===== src/rtl/sub_16bit_pipe_pkg.sv =====
// Shared arithmetic definitions for the pipelined subtractor: default geometry,
// stage-count derivation and the per-stage record layout.
package sub_16bit_pipe_pkg;

  localparam int WIDTH_DEF = 16;
  localparam int SLICE_DEF = 4;

  function automatic int stages_of(input int width, input int slice);
    return width / slice;
  endfunction

  localparam int STAGES_DEF = stages_of(WIDTH_DEF, SLICE_DEF);

  // Contents of one stage register at the default geometry.
  typedef struct packed {
    logic                 valid;
    logic [WIDTH_DEF-1:0] pdiff;
    logic [WIDTH_DEF-1:0] a_rem;
    logic [WIDTH_DEF-1:0] b_rem;
    logic                 borrow;
    logic                 a_sign;
    logic                 b_sign;
  } stage_rec_t;

endpackage


===== src/rtl/sub_slice.sv =====
// Combinational SLICE-bit subtract with borrow in/out: {o_bout, o_d} = i_a - i_b - i_bin.
module sub_slice
  import sub_16bit_pipe_pkg::*;
#(
  parameter int SLICE = SLICE_DEF
) (
  input  logic [SLICE-1:0] i_a,
  input  logic [SLICE-1:0] i_b,
  input  logic             i_bin,
  output logic [SLICE-1:0] o_d,
  output logic             o_bout
);

  logic [SLICE:0] w_full;

  // One extra bit catches the borrow: the result goes negative iff a < b + bin.
  assign w_full = {1'b0, i_a} - {1'b0, i_b} - {{SLICE{1'b0}}, i_bin};
  assign o_d    = w_full[SLICE-1:0];
  assign o_bout = w_full[SLICE];

endmodule


===== src/rtl/sub_16bit_pipe.sv =====
// Pipelined subtractor: stage k resolves diff slice k, with a single global stall
// enable so the whole pipe freezes while the consumer holds off.
module sub_16bit_pipe
  import sub_16bit_pipe_pkg::*;
#(
  parameter int WIDTH = WIDTH_DEF,
  parameter int SLICE = SLICE_DEF
) (
  input  logic             clk,
  input  logic             rst,
  input  logic             in_valid,
  output logic             in_ready,
  input  logic [WIDTH-1:0] a,
  input  logic [WIDTH-1:0] b,
  input  logic             bin,
  output logic             out_valid,
  input  logic             out_ready,
  output logic [WIDTH-1:0] diff,
  output logic             bout,
  output logic             overflow
);

  localparam int STAGES = stages_of(WIDTH, SLICE);

  logic             w_en;
  logic             r_valid  [STAGES];
  logic [WIDTH-1:0] r_a      [STAGES];
  logic [WIDTH-1:0] r_b      [STAGES];
  logic [WIDTH-1:0] r_pdiff  [STAGES];
  logic             r_borrow [STAGES];
  logic [SLICE-1:0] w_d      [STAGES];
  logic             w_bo     [STAGES];
  logic [WIDTH-1:0] w_pdiff  [STAGES];

  logic             r_out_valid;
  logic [WIDTH-1:0] r_diff;
  logic             r_bout;
  logic             r_ovf;

  logic             w_a_sign;
  logic             w_b_sign;
  logic             w_d_sign;

  assign w_en     = !r_out_valid || out_ready;
  assign in_ready = w_en && !rst;

  genvar gi;
  generate
    for (gi = 0; gi < STAGES; gi = gi + 1) begin : g_stage
      localparam logic [WIDTH-1:0] SLICE_MASK = WIDTH'({SLICE{1'b1}}) << (gi * SLICE);

      sub_slice #(.SLICE(SLICE)) u_slice (
        .i_a    (r_a[gi][gi*SLICE +: SLICE]),
        .i_b    (r_b[gi][gi*SLICE +: SLICE]),
        .i_bin  (r_borrow[gi]),
        .o_d    (w_d[gi]),
        .o_bout (w_bo[gi])
      );

      // Drop this stage's slice into its final bit position of the partial diff.
      assign w_pdiff[gi] = (r_pdiff[gi] & ~SLICE_MASK) | (WIDTH'(w_d[gi]) << (gi * SLICE));
    end
  endgenerate

  // Operand sign bits ride along inside the carried operands to the last stage.
  assign w_a_sign = r_a[STAGES-1][WIDTH-1];
  assign w_b_sign = r_b[STAGES-1][WIDTH-1];
  assign w_d_sign = w_pdiff[STAGES-1][WIDTH-1];

  always_ff @(posedge clk) begin
    if (rst) begin
      for (int k = 0; k < STAGES; k++) begin
        r_valid[k]  <= 1'b0;
        r_a[k]      <= '0;
        r_b[k]      <= '0;
        r_pdiff[k]  <= '0;
        r_borrow[k] <= 1'b0;
      end
      r_out_valid <= 1'b0;
      r_diff      <= '0;
      r_bout      <= 1'b0;
      r_ovf       <= 1'b0;
    end else if (w_en) begin
      r_valid[0]  <= in_valid && in_ready;
      r_a[0]      <= a;
      r_b[0]      <= b;
      r_pdiff[0]  <= '0;
      r_borrow[0] <= bin;
      for (int k = 1; k < STAGES; k++) begin
        r_valid[k]  <= r_valid[k-1];
        r_a[k]      <= r_a[k-1];
        r_b[k]      <= r_b[k-1];
        r_pdiff[k]  <= w_pdiff[k-1];
        r_borrow[k] <= w_bo[k-1];
      end
      r_out_valid <= r_valid[STAGES-1];
      // Bubbles leave the result registers untouched.
      if (r_valid[STAGES-1]) begin
        r_diff <= w_pdiff[STAGES-1];
        r_bout <= w_bo[STAGES-1];
        r_ovf  <= (w_a_sign != w_b_sign) && (w_d_sign != w_a_sign);
      end
    end
  end

  assign out_valid = r_out_valid;
  assign diff      = r_diff;
  assign bout      = r_bout;
  assign overflow  = r_ovf;

endmodule


===== config.mk =====
export PLATFORM = sky130hd
export DESIGN_NAME = sub_16bit_pipe
export DESIGN_NICKNAME = d
export VERILOG_FILES = /design/src/rtl/sub_16bit_pipe_pkg.sv /design/src/rtl/sub_slice.sv /design/src/rtl/sub_16bit_pipe.sv
export SDC_FILE = /design/constraint.sdc
export NUM_CORES = 1
export LEC_CHECK = 0
export CELL_PAD_IN_SITES_DETAIL_PLACEMENT = 2
export CELL_PAD_IN_SITES_GLOBAL_PLACEMENT = 2
export CORE_MARGIN = 8
export CORE_UTILIZATION = 40
export CTS_BUF_LIST = sky130_fd_sc_hd__clkbuf_16
export DETAILED_ROUTE_END_ITERATION = 16
export PLACE_DENSITY = 0.89
export SYNTH_ARGS = -nofsm -noshare
export SYNTH_HDL_FRONTEND = slang
export SYNTH_SLANG_ARGS = --single-unit

===== constraint.sdc =====
create_clock -name clk -period 12.9 [get_ports clk]
set_input_delay 3.87 -clock clk [delete_from_list [all_inputs] [get_ports clk]]
set_output_delay 3.87 -clock clk [all_outputs]
set_load 0.01 [all_outputs]

==> results.md <==
- Slowest cell on crit path: clkdlybuf4s50_1
- Synth cell types: 31
- Initial Utilization: 0.4063
- Kind of critical path: in2out
- Commonest cells in the netlist: 112 x edfxtp_1, 100 x and2_1, 34 x inv_1, 30 x nand2_1, 22 x ha_1
- Asr flop ratio synth: 0
- Mapped Area: 0.005597 mm²
- Final GP Congestion: ~0.67
- Postcts setup bufs: 0
- Setup violators final: 0
- Top FF cell, synth: edfxtp_1
- Fillers: around 1.3k
- Arr. time, crit path: 6.07 ns
- First-pass GRT wire length: 20180 µm
- CP endpoint kind: output pin
- Input/output buffers: 56
- DRC: 0
- Clk slew on worst S/H paths: 0.05 ns
- Routed WL: 12320 µm
- Chip height: 134.3 µm
- Final min period: 9.945 ns
- Final Hold Violating Endpoints: 0
- Leakage: 2.784 nW
- FMAX: 100.6 MHz
- Sequence of cells on the critical path: clkdlybuf4s50_1 -> or2_1 -> inv_2 -> clkdlybuf4s50_1
- Die X: 134.3 µm
- Hpwl dp: 7925 µm
- Routed vias: approximately 3.2k
- Worst EP required: 9.03 ns
- Syn Inst Count: approximately 420
- Synth Register Bits: ~130
- Vias in the first global route: between 3k and 4k
- Worst-path fanout max: 23
- Setup TNS: 0 ns
- Synth top area cells: edfxtp_1 60%, and2_1 11%, dfxtp_1 6.8%
- Post-synth top area share: 0.6009
- Ys Warns: 0
- Syn_nets: around 490
- Global Route Usage Sum: 0.1485
- Yosys top cell by area: edfxtp_1
- Grt total ovfl: 0
- Die area: between 0.015 and 0.02 mm²
- Power Density: 159.8 mW/mm²
- Final period utilization: 0.7709
- Top-count cell post-synth: edfxtp_1
- Status: complete, no violations
- VDD IR max: 0.1034 mV
- Hold Path Class: reg2reg
- CTS Buf Count: 17
- Nets@finish: 546
- Root buf cell: clkbuf_16
- DRT Pass-1 Iters: 4
- Slew Viols, Final: 0
- Clock tree sinks: 131
- CTS tree: built
- Worst Setup Start Kind: input port
- Post-synth EDFFs: 112
- Initial drt markers: 149
- Post-CTS resize count: 0
- Clock Latency Late Sink: 0.42 ns
- Wire per inst: between 15 and 20 µm
- Placement Rows: between 40 and 50
- Hold-fix buffer count after cts: 0
- Antenna diode count: 0
- Area grow syn2layout: 24.64%
- Max stage delay on crit path: 1.01 ns
- I/O pins: 57
- Via density: roughly 4.7
- Max Cap Viol: 0
- Longest Clk Path Bufs: 2
- Largest net degree at the start of global routing: 99
- Layout cell share with drive strength beyond 1: 0.07927
- Area of the core: 0.01377 mm²
- Part of the Yosys area used for sequential elements: 0.6689
- Syn avg cell area: 13.36 µm²
- Fin util: 0.5065
- Max H-tree Level: 4
- ANT nets after route: 0
- Clock Skews: 0.009719 ns
- Initial antenna violation count: 0
- Unrepaired setup endpoints after global routing: false
- Worst Max-Slew Pin Slew: 1.059 ns
- Cell mode on critical path: clkdlybuf4s50_1
- Rel. slew slack: 0.2939
## power by group
group          internal, W  total (W)  switching (W)
clock network     0.000358   0.000537       0.000179
registers         0.000485   0.000494     0.00000853
logic            0.0000420  0.0000848      0.0000428
## path summary, 6_finish.rpt
path,from,endpoint,slack (ns),cells after the start
max,rst,in_ready,2.96,4
min,diff[15],diff[15],0.45,2
max reg2reg,r_borrow[1],r_borrow[2],10.04,10
min reg2reg,diff[15],diff[15],0.45,2
## flip-flops by register name, indices dropped and copies added, names as in the netlist
signal and flops:
r_a 40, r_b 40, r_pdiff 24, diff 16, r_borrow 4, r_valid 4, bout 1, out_valid 1
overflow 1
## per-layer routing
| layer | vias to the layer above | part of all wire | GRT usage |
|---|---|---|---|
| li1 | 1523 | - | - |
| met3 | 26 | 0.043 | 0.03665 |
| met2 | 77 | 0.53 | 0.2637 |
| met5 | - | 0 | 0 |
| met1 | 1538 | 0.40 | 0.1596 |
| met4 | 0 | 0.027 | 0.07923 |
## final cells by class
type,instances,area (µm²),share of cell area
Tap cell,180,225.2,0.03229
Sequential cell,131,3744,0.5367
Clock buffer,17,425.4,0.06099
Multi-Input combinational cell,236,1648,0.2362
Clock inverter,15,222.7,0.03193
Timing Repair Buffer,59,583.1,0.08359
Inverter,34,127.6,0.01830
## kinds of logic after synthesis
group,synth area share
flip-flops,0.6689
AO/OA/AOI/OAI,0.03174
XOR/XNOR,0.01565
adder cells (fa/ha/maj),0.07780
AND/OR/NAND/NOR,0.1679
buffers and inverters,0.03801
## through the flow
step	power, W	instances	instance area [µm²]	setup slack, ns	hold WS (ns)
2_1_floorplan	0.0005500	419	5597	4.575	0.4713
3_3_place_gp	0.0005717	640	6327	3.051	0.4414
3_5_place_dp	0.0005856	640	6327	2.946	0.4487
4_1_cts	0.001130	672	6975	2.912	0.4581
5_1_grt	0.001153	672	6975	2.771	0.4856
6_report	0.001115	672	6975	2.955	0.4497
## cells in the final DEF, fill, tap and decap left out, drive strengths merged, types with 2 or more instances in the layout
master / count
nand2b: 9
clkdlybuf4s50: 56
nand2: 30
ha: 22
a211oi: 2
buf: 3
nor2b: 2
clkbuf: 17
edfxtp: 112
o21ai: 3
xnor2: 10
inv: 38
bufinv: 6
and2: 100
fa: 8
a21oi: 21
nor2: 14
or2: 4
nand3b: 3
dfxtp: 19
clkinv: 5
## critical path: cells and delay by family
kind / cells / cell delay [ns]
and+or+nand+nor: 1 / 0.56
buffers and inverters: 3 / 1.63
Note: power is estimated with default switching activity, not from simulation.
